==> src/rtl/arbitro_vc_rr_if.sv <==
// Bundle between the virtual-channel FIFOs, the arbiter and the destination FIFOs.
// Handshake: the VC FIFOs are first-word-fall-through, so vc_data[i] is valid
// whenever vc_empty[i] is low. A one-cycle vc_pop[i] consumes that word in the
// same cycle. dest_almost_full[d] high means destination d cannot accept a new
// grant this cycle; dest_push[d] is a one-cycle write strobe carrying dest_data[d].
interface arbitro_vc_rr_if #(
  parameter int DATA_W   = 6,
  parameter int NUM_VC   = 2,
  parameter int NUM_DEST = 2,
  parameter int CNT_W    = 8
);
  logic [NUM_VC*DATA_W-1:0]   vc_data;
  logic [NUM_VC-1:0]          vc_empty;
  logic [NUM_DEST-1:0]        dest_almost_full;
  logic [NUM_VC-1:0]          vc_pop;
  logic [NUM_DEST*DATA_W-1:0] dest_data;
  logic [NUM_DEST-1:0]        dest_push;
  logic [NUM_DEST*CNT_W-1:0]  push_cnt;

  // FIFO side: feeds words and back-pressure, observes pops and pushes
  modport master (
    output vc_data, vc_empty, dest_almost_full,
    input  vc_pop, dest_data, dest_push, push_cnt
  );

  // Arbiter side
  modport slave (
    input  vc_data, vc_empty, dest_almost_full,
    output vc_pop, dest_data, dest_push, push_cnt
  );
endinterface

==> src/rtl/arbitro_vc_rr.sv <==
// Virtual-channel arbiter: picks at most one non-empty VC per cycle whose
// destination is not almost full, pops it, and pushes the word to its
// destination one cycle later. MODE 0 is fixed priority, MODE 1 is round robin
// with bursts of up to BURST consecutive grants.
module arbitro_vc_rr #(
  parameter int DATA_W   = 6,
  parameter int NUM_VC   = 2,
  parameter int NUM_DEST = 2,
  parameter int DEST_LSB = 4,
  parameter int MODE     = 1,
  parameter int BURST    = 2,
  parameter int CNT_W    = 8
) (
  input logic           clk,
  input logic           reset,
  arbitro_vc_rr_if.slave bus
);
  localparam int DEST_W = (NUM_DEST > 1) ? $clog2(NUM_DEST) : 1;
  localparam int VC_W   = (NUM_VC > 1) ? $clog2(NUM_VC) : 1;
  localparam int BC_W   = 4;

  logic [VC_W-1:0]            owner_q, owner_d;
  logic                       owner_vld_q, owner_vld_d;
  logic [BC_W-1:0]            burst_q, burst_d;
  logic [NUM_DEST*DATA_W-1:0] dest_data_q, dest_data_d;
  logic [NUM_DEST-1:0]        dest_push_q, dest_push_d;
  logic [NUM_DEST*CNT_W-1:0]  push_cnt_q, push_cnt_d;

  logic [DEST_W-1:0] vc_dest [NUM_VC];
  logic [NUM_VC-1:0] elig;
  logic              gnt_vld;
  logic [VC_W-1:0]   gnt_idx;
  logic [DATA_W-1:0] gnt_word;
  logic [DEST_W-1:0] gnt_dest;

  // Destination of each head word and whether that VC may be served now
  always_comb begin
    for (int i = 0; i < NUM_VC; i++) begin
      vc_dest[i] = bus.vc_data[i*DATA_W + DEST_LSB +: DEST_W];
      elig[i]    = !bus.vc_empty[i] && !bus.dest_almost_full[vc_dest[i]];
    end
  end

  // Grant selection. Loops run from the lowest-preference candidate upward so
  // the last hit is the winner. After reset there is no owner yet, so the
  // first grant searches from owner+1 and always starts a fresh burst.
  always_comb begin
    int j;
    j        = 0;
    gnt_vld  = 1'b0;
    gnt_idx  = '0;
    gnt_word = '0;
    gnt_dest = '0;
    if (MODE == 0) begin
      for (int i = NUM_VC - 1; i >= 0; i--) begin
        if (elig[i]) begin
          gnt_vld = 1'b1;
          gnt_idx = VC_W'(i);
        end
      end
    end else if (owner_vld_q && elig[owner_q] && (burst_q < BC_W'(BURST - 1))) begin
      gnt_vld = 1'b1;
      gnt_idx = owner_q;
    end else begin
      for (int k = NUM_VC; k >= 1; k--) begin
        j = int'(owner_q) + k;
        if (j >= NUM_VC) j = j - NUM_VC;
        if (elig[j[VC_W-1:0]]) begin
          gnt_vld = 1'b1;
          gnt_idx = j[VC_W-1:0];
        end
      end
    end
    // A grant computed while reset is high is thrown away
    if (reset) gnt_vld = 1'b0;
    for (int i = 0; i < NUM_VC; i++) begin
      if (gnt_idx == VC_W'(i)) begin
        gnt_word = bus.vc_data[i*DATA_W +: DATA_W];
        gnt_dest = vc_dest[i];
      end
    end
  end

  // Next owner/burst state and registered destination outputs
  always_comb begin
    owner_d     = owner_q;
    owner_vld_d = owner_vld_q;
    burst_d     = burst_q;
    dest_data_d = '0;
    dest_push_d = '0;
    push_cnt_d  = push_cnt_q;
    if (gnt_vld) begin
      owner_d     = gnt_idx;
      owner_vld_d = 1'b1;
      // burst_q saturates at BURST-1: any larger value decides the same way
      if (owner_vld_q && (gnt_idx == owner_q)) begin
        if (burst_q < BC_W'(BURST - 1)) burst_d = burst_q + 1'b1;
      end else begin
        burst_d = '0;
      end
      for (int d = 0; d < NUM_DEST; d++) begin
        if (gnt_dest == DEST_W'(d)) begin
          dest_data_d[d*DATA_W +: DATA_W] = gnt_word;
          dest_push_d[d]                  = 1'b1;
          push_cnt_d[d*CNT_W +: CNT_W]    = push_cnt_q[d*CNT_W +: CNT_W] + 1'b1;
        end
      end
    end
  end

  // State registers with synchronous reset
  always_ff @(posedge clk) begin
    if (reset) begin
      owner_q     <= '0;
      owner_vld_q <= 1'b0;
      burst_q     <= '0;
      dest_data_q <= '0;
      dest_push_q <= '0;
      push_cnt_q  <= '0;
    end else begin
      owner_q     <= owner_d;
      owner_vld_q <= owner_vld_d;
      burst_q     <= burst_d;
      dest_data_q <= dest_data_d;
      dest_push_q <= dest_push_d;
      push_cnt_q  <= push_cnt_d;
    end
  end

  assign bus.vc_pop    = gnt_vld ? (NUM_VC'(1) << gnt_idx) : '0;
  assign bus.dest_data = dest_data_q;
  assign bus.dest_push = dest_push_q;
  assign bus.push_cnt  = push_cnt_q;
endmodule

==> src/flat_wrapper.sv <==
// flat-port wrapper written by rule: the top's interface ports become plain ports
module arbitro_vc_rr_flat 
#(
  parameter int DATA_W   = 6,
  parameter int NUM_VC   = 2,
  parameter int NUM_DEST = 2,
  parameter int DEST_LSB = 4,
  parameter int MODE     = 1,
  parameter int BURST    = 2,
  parameter int CNT_W    = 8
)
  (clk, reset, bus_vc_data, bus_vc_empty, bus_dest_almost_full, bus_vc_pop, bus_dest_data, bus_dest_push, bus_push_cnt);
  arbitro_vc_rr_if #(.DATA_W(DATA_W), .NUM_VC(NUM_VC), .NUM_DEST(NUM_DEST), .CNT_W(CNT_W)) bus_i ();
  input logic clk;
  input logic reset;
  input wire logic [$bits(bus_i.vc_data)-1:0] bus_vc_data;
  input wire logic [$bits(bus_i.vc_empty)-1:0] bus_vc_empty;
  input wire logic [$bits(bus_i.dest_almost_full)-1:0] bus_dest_almost_full;
  output wire logic [$bits(bus_i.vc_pop)-1:0] bus_vc_pop;
  output wire logic [$bits(bus_i.dest_data)-1:0] bus_dest_data;
  output wire logic [$bits(bus_i.dest_push)-1:0] bus_dest_push;
  output wire logic [$bits(bus_i.push_cnt)-1:0] bus_push_cnt;
  assign bus_i.vc_data = bus_vc_data;
  assign bus_i.vc_empty = bus_vc_empty;
  assign bus_i.dest_almost_full = bus_dest_almost_full;
  assign bus_vc_pop = bus_i.vc_pop;
  assign bus_dest_data = bus_i.dest_data;
  assign bus_dest_push = bus_i.dest_push;
  assign bus_push_cnt = bus_i.push_cnt;
  arbitro_vc_rr #(.DATA_W(DATA_W), .NUM_VC(NUM_VC), .NUM_DEST(NUM_DEST), .DEST_LSB(DEST_LSB), .MODE(MODE), .BURST(BURST), .CNT_W(CNT_W)) u_core (.clk(clk), .reset(reset), .bus(bus_i));
endmodule
==> config.mk <==
export PLATFORM = sky130hd
export DESIGN_NAME = arbitro_vc_rr_flat
export DESIGN_NICKNAME = d
export VERILOG_FILES = /design/src/rtl/arbitro_vc_rr_if.sv /design/src/rtl/arbitro_vc_rr.sv /design/src/flat_wrapper.sv
export SDC_FILE = /design/constraint.sdc
export NUM_CORES = 1
export LEC_CHECK = 0
export CAP_MARGIN = 10
export CELL_PAD_IN_SITES_DETAIL_PLACEMENT = 0
export CELL_PAD_IN_SITES_GLOBAL_PLACEMENT = 1
export CORE_MARGIN = 2
export CORE_UTILIZATION = 36
export CTS_BUF_LIST = sky130_fd_sc_hd__clkbuf_8
export CTS_CLUSTER_DIAMETER = 80
export DETAILED_ROUTE_END_ITERATION = 7
export PLACE_DENSITY = 0.9
export SYNTH_ARGS = -nofsm -noshare
export SYNTH_HDL_FRONTEND = slang
export SYNTH_SLANG_ARGS = --single-unit
==> constraint.sdc <==
create_clock -name clk -period 2.4 [get_ports clk]
set_input_delay 0.48 -clock clk [delete_from_list [all_inputs] [get_ports clk]]
set_output_delay 0.48 -clock clk [all_outputs]
set_load 0.03 [all_outputs]
==> metrics, run 1 <==
result of the run finished, final reports clean; Final nets 292; ordered cell list for the critical path clkdlybuf4s50_1, buf_4, nand2b_1, a21oi_2, o21ai_4, nor2b_4, buf_12; Wirelength per Cell 12.2 microns; gate count after technology mapping 192; worst hold-check path type flip-flop to flip-flop; Root Buffer clkbuf_8; number of DRC violations after detailed-routing iteration 0 58; largest delay contributor family on the critical path buffers and inverters; internal power of the cells 1060 uW; global-route wire length before repair 6730 microns; summed instance area of the synthesized netlist 1760 sq um; area of the die 5450 sq um; yosys warns 0; Hold Vio Cnt, Final 0; number of remaining DRC errors 0; peak supply drop 0.000390 V; clock skew after layout 3.54 ps; die boundary width 73.9 microns; core region area 4720 sq um; Inst Count DP 328; endpoint arrival time on the critical path 1830 ps; number of max-slew violations in the final report 0; number of H-tree branching levels 2; clk sink count 36; shortest period the worst path allows 2310 ps; I/O pin cnt 50; number of buffers created by CTS 5; total of buffers placed on input and output ports 49; antenna violations before repair 0; leakage 0.00117 uW; proportion of register bits with asynchronous set or reset after synthesis 0%; worst-path maximum fanout 5; net switching power 367 uW; Sequential Power Share 44.1%; final instance count without filler cells 338; maximum clock insertion buffer count 2; CP Buf/Inv Count 3; post-synthesis area per instance 9.15 sq um; diode count 0; routed wire length 4120 microns; max-capacitance violation count 0; final worst path period share 96.2%; die height 73.9 microns; largest cells by area after synthesis dfxtp_1, mux2_1, mux2i_1, nor2_1, nor2b_1; proportion of total power due to net switching 25.6%; final design instance area without fill 2670 sq um; Post-synth top flop dfxtp_1; count of vias placed by the detailed router 1593; Yosys cell types 48; clk_lat worst skew 290 ps; clock group share of total power 36.0%; routed vias/inst 4.71; pin count of the biggest net entering global routing 25; detailed placement HPWL 3150 microns; total power 1430 uW; GPL Wtd Cong 0.856; area overhead of the layout relative to synthesis 51.7%; unrepaired setup endpoints after global routing false; endpoint type of the worst setup path output port; Worst Path Required 1920 ps; Max Clock Freq 0.433 GHz; fraction of final layout cells with drive strength greater than 1 21.4%; TritonRoute pass-1 iters 4; nets in the synthesized netlist 214; worst setup path category input port to output port; instance area at placement 2510 sq um; number of failing setup endpoints in the final timing report 0; total power per unit cell area 537 nW/um^2; part of the Yosys area used for sequential elements 41.0%; TritonCTS clock tree built; hold-fix buffer count after cts 0; max incr delay on CP 420 ps; Synth top area share 41.0%; Slowest cell on crit path clkdlybuf4s50_1; GRT Total Usage 16.2%; via count of the first global-routing pass 1522; total gr overflow 0; Initial Util 37.2%; startpoint type of the worst setup path input port; proportion of power drawn by combinational gates 19.8%; clock-pin slew on the worst setup and hold paths 70 ps; post-synth top area cell dfxtp_1; number of storage elements in the synthesis netlist 36; EDFF count, synth 0; Cell Rows 25; number of antenna-violating nets in the routed design 0
-- flip-flops by register name, summed over array words and instances, names as in the netlist --
signal,flops
u_core.bus.push_cnt,16
u_core.bus.dest_data,12
u_core.burst_q,4
u_core.bus.dest_push,2
u_core.owner_q,1
u_core.owner_vld_q,1
-- routing by layer --
layer / GRT usage [%] / vias up / part of all wire [%]
li1: - / 818 / -
met1: 19.6 / 734 / 43
met2: 26.7 / 34 / 49
met3: 5.21 / 7 / 6.2
met4: 5.86 / 0 / 1.5
met5: 0 / - / 0
-- final cells by class --
class	count	area, sq um
well taps	67	83.8
multi-input cells	137	987
clock inverters	3	38.8
fillers	437	2060
flip-flops and latches	36	721
clock buffers	5	68.8
repair buffers	79	724
inverters	11	41.3
-- power groups by stage --
stage / Sequential (uW) / Clock [uW] / Combinational (uW)
2_1_floorplan: 674 / 0 / 109
5_1_grt: 633 / 557 / 306
3_3_place_gp: 644 / 0 / 267
6_report: 631 / 516 / 283
3_5_place_dp: 645 / 0 / 271
4_1_cts: 631 / 532 / 281
-- Yosys cell counts, drive strengths merged, types with 3 or more instances --
cell type / count
a21oi: 4
and3: 6
buf: 4
clkbuf: 4
dfxtp: 36
ha: 4
inv: 10
mux2: 12
mux2i: 12
nand2: 12
nand2b: 3
nand3: 6
nor2: 27
nor2b: 14
nor3: 3
o21ai: 6
-- final timing paths --
kind	start	end	slack (ps)	depth (start not counted)
worst max-delay path	bus_vc_empty[1]	bus_vc_pop[0]	90	7
worst max register to register	u_core.burst_q[1]	u_core.bus.push_cnt[14]	120	9
worst min register to register	u_core.bus.push_cnt[5]	u_core.bus.push_cnt[5]	480	1
worst min-delay path	u_core.bus.push_cnt[5]	u_core.bus.push_cnt[5]	480	1
-- kinds of logic (layout without fill, tap and decap cells) --
family	Yosys count	count (layout)	synth area share, %
AOI/OAI and AO/OA	25	25	10.6
xor gates and xnor gates	1	1	0.499
adders and majority gates	4	4	2.85
buffers and inverters	19	98	4.91
DFF	36	36	41.0
muxes	24	24	15.0
other	1	1	0.213
and+or+nand+nor	82	82	24.9
-- metrics by stage --
stage          worst slack, ps  utilization, %  TNS, ps  hold WS [ps]
2_1_floorplan              152               -        0           463
3_3_place_gp              -331            53.1    -2200           464
3_5_place_dp              -350            53.1    -2320           471
4_1_cts                  0.926            56.1        0           490
5_1_grt                   2.42            56.4        0           514
6_report                  91.4            56.4        0           485
-- timing repair --
item	in CTS	in global routing
pin swaps	2	2
setup endpoints to repair	2	7
setup buffers	2	0
gates resized for setup	11	9
-- placed cells by master, fill, tap and decap left out, drive strengths merged, types with 3 or more instances in the layout --
cell	netlist	routed
nor2b	14	14
o21ai	6	6
inv	10	11
clkdlybuf4s50	0	44
nor3	3	3
ha	4	4
mux2	12	12
clkbuf	4	5
a21oi	4	4
dfxtp	36	36
nand2b	3	3
and3	6	6
nand3	6	6
nand2	12	12
buf	4	32
mux2i	12	12
nor2	27	27
Note: power is estimated with default switching activity, not from simulation.
==> run 2: changes to the inputs <==
- CTS_CLUSTER_SIZE: not set -> 24
- TNS_END_PERCENT: not set -> 5
==> run 2 against run 1 <==
Effect of this change:
- clock skew about the same
- global-route usage stayed put
- sequential cell count stayed put
- first-iteration DRC count fell by 6.9%
- worst hold slack barely moved
- wire length shrank 0.53%
- cell count is the same
==> metrics, run 2 (synthesis gave the netlist of run 1 again) <==
routed wire length 4100 microns; GPL Wtd Cong 0.856; die boundary width 73.9 microns; Worst Path Required 1920 ps; total power 1430 uW; instance count on the critical path 7; Initial Util 37.2%; final worst path period share 97.8%; instance area at placement 2510 sq um; via count of the first global-routing pass 1522; clock group share of total power 36.1%; diode count 0; worst path setup slack after routing 53.2 ps; clk sink count 36; clock-pin slew on the worst setup and hold paths 70 ps; most frequent cells in the layout clkdlybuf4s50_1, dfxtp_1, buf_4; Wirelength per Cell 12.1 microns; largest delay contributor family on the critical path buffers and inverters; total gr overflow 0; CP Buf/Inv Count 3; final design instance area without fill 2660 sq um; I/O pin cnt 50; flip-flop count of the largest register after layout 16; number of DRC violations after detailed-routing iteration 0 54; leakage 0.00117 uW; clk_lat worst skew 290 ps; number of failing setup endpoints in the final timing report 0; peak supply drop 0.000390 V; area overhead of the layout relative to synthesis 51.1%; worst hold margin 485 ps; Hold Vio Cnt, Final 0; number of antenna-violating nets in the routed design 0; Root Buffer clkbuf_8; origin of the worst setup path bus_vc_data[10]; endpoint arrival time on the critical path 1870 ps; worst-path maximum fanout 5; die height 73.9 microns; pin count of the biggest net entering global routing 25; max incr delay on CP 420 ps; Sequential Power Share 44.2%; pre-CTS setup slack -350 ps; routed vias/inst 4.72; Cell Rows 25; area of the die 5450 sq um; worst hold-check path type flip-flop to flip-flop; total power per unit cell area 538 nW/um^2; shortest period the worst path allows 2350 ps; WHS Path Cells 1; maximum clock insertion buffer count 2; hold-fix buffer count after cts 0; unrepaired setup endpoints after global routing true; number of H-tree branching levels 2; count of vias placed by the detailed router 1594; antenna violations before repair 0; worst reg2reg path startpoint u_core.burst_q[1]; result of the run finished, final reports clean; global-route wire length before repair 6730 microns; GRT Total Usage 16.2%; number of max-slew violations in the final report 0; detailed placement HPWL 3150 microns; startpoint type of the worst setup path input port; worst setup path category input port to output port; max-capacitance violation count 0; total of buffers placed on input and output ports 49; Worst R2R Path Depth 9; clock skew after layout 3.34 ps; fraction of final layout cells with drive strength greater than 1 20.7%; final instance count without filler cells 338; proportion of power drawn by combinational gates 19.7%; endpoint type of the worst setup path output port; ordered cell list for the critical path clkdlybuf4s50_1, buf_4, o22a_1, nor2_1, o21ai_2, nor2b_4, buf_12; TritonCTS clock tree built; number of remaining DRC errors 0; startpoint of the lowest-slack hold path u_core.bus.push_cnt[5]; Final nets 292; Inst Count DP 328; number of buffers created by CTS 5; proportion of total power due to net switching 25.6%; internal power of the cells 1060 uW; TritonRoute pass-1 iters 4; most common cell after layout, fill and taps aside clkdlybuf4s50_1; net switching power 365 uW; Slowest cell on crit path clkdlybuf4s50_1; core region area 4720 sq um; Max Clock Freq 0.426 GHz
-- run 2: cell counts in the layout (fill, tap and decap cells not counted) --
No cell type changed its count.
-- run 2: final timing paths --
kind                                           endpoint  slack (ps)
worst max-delay path                      bus_vc_pop[0]          50
worst min-delay path             u_core.bus.push_cnt[5]         480
worst max register to register  u_core.bus.push_cnt[14]         100
worst min register to register   u_core.bus.push_cnt[5]         480
-- run 2: cell type report --
class / count / area, sq um
fill: 437 / 2070
multi-input combinational: 137 / 977
timing repair buffer: 79 / 724
sequential: 36 / 721
tap: 67 / 83.8
clock buffer: 5 / 68.8
inverter: 11 / 41.3
clock inverter: 3 / 38.8
-- run 2: routing by layer --
layer | up-vias | share of wire (%) | GRT usage (%)
met4 | 0 | 1.5 | 5.86
met3 | 7 | 6.2 | 5.21
li1 | 817 | - | -
met5 | - | 0 | 0
met1 | 736 | 43 | 19.6
met2 | 34 | 49 | 26.7
-- run 2: power by group through the flow --
stage | registers [uW] | logic, uW | clock network [uW]
floorplan | 674 | 109 | 0
global placement | 644 | 267 | 0
detailed placement | 645 | 271 | 0
CTS | 631 | 281 | 532
global route | 633 | 304 | 557
finish | 631 | 281 | 515
-- run 2: worst reg2reg max path, cell delays in order, from the launching register on --
cell and delay, ps:
dfxtp_1 320, inv_1 80, ha_2 190, and4bb_4 240
buf_4 120, mux2i_2 240, mux2i_2 90, buf_4 180
a2111oi_2 380, mux2_1 350
-- run 2: stage by stage --
step                      setup TNS, ps  utilization [%]
after floorplan                       0                -
after global placement            -2200             53.1
after detailed placement          -2320             53.1
after CTS                             0             56.1
after global routing              -88.7             56.2
final                                 0             56.2
-- run 2: repair_timing --
action,in CTS,in global routing
setup buffers,2,0
cloned,0,0
resized for setup,11,6
pin swaps,2,1
endpoints found under the setup margin,2,7
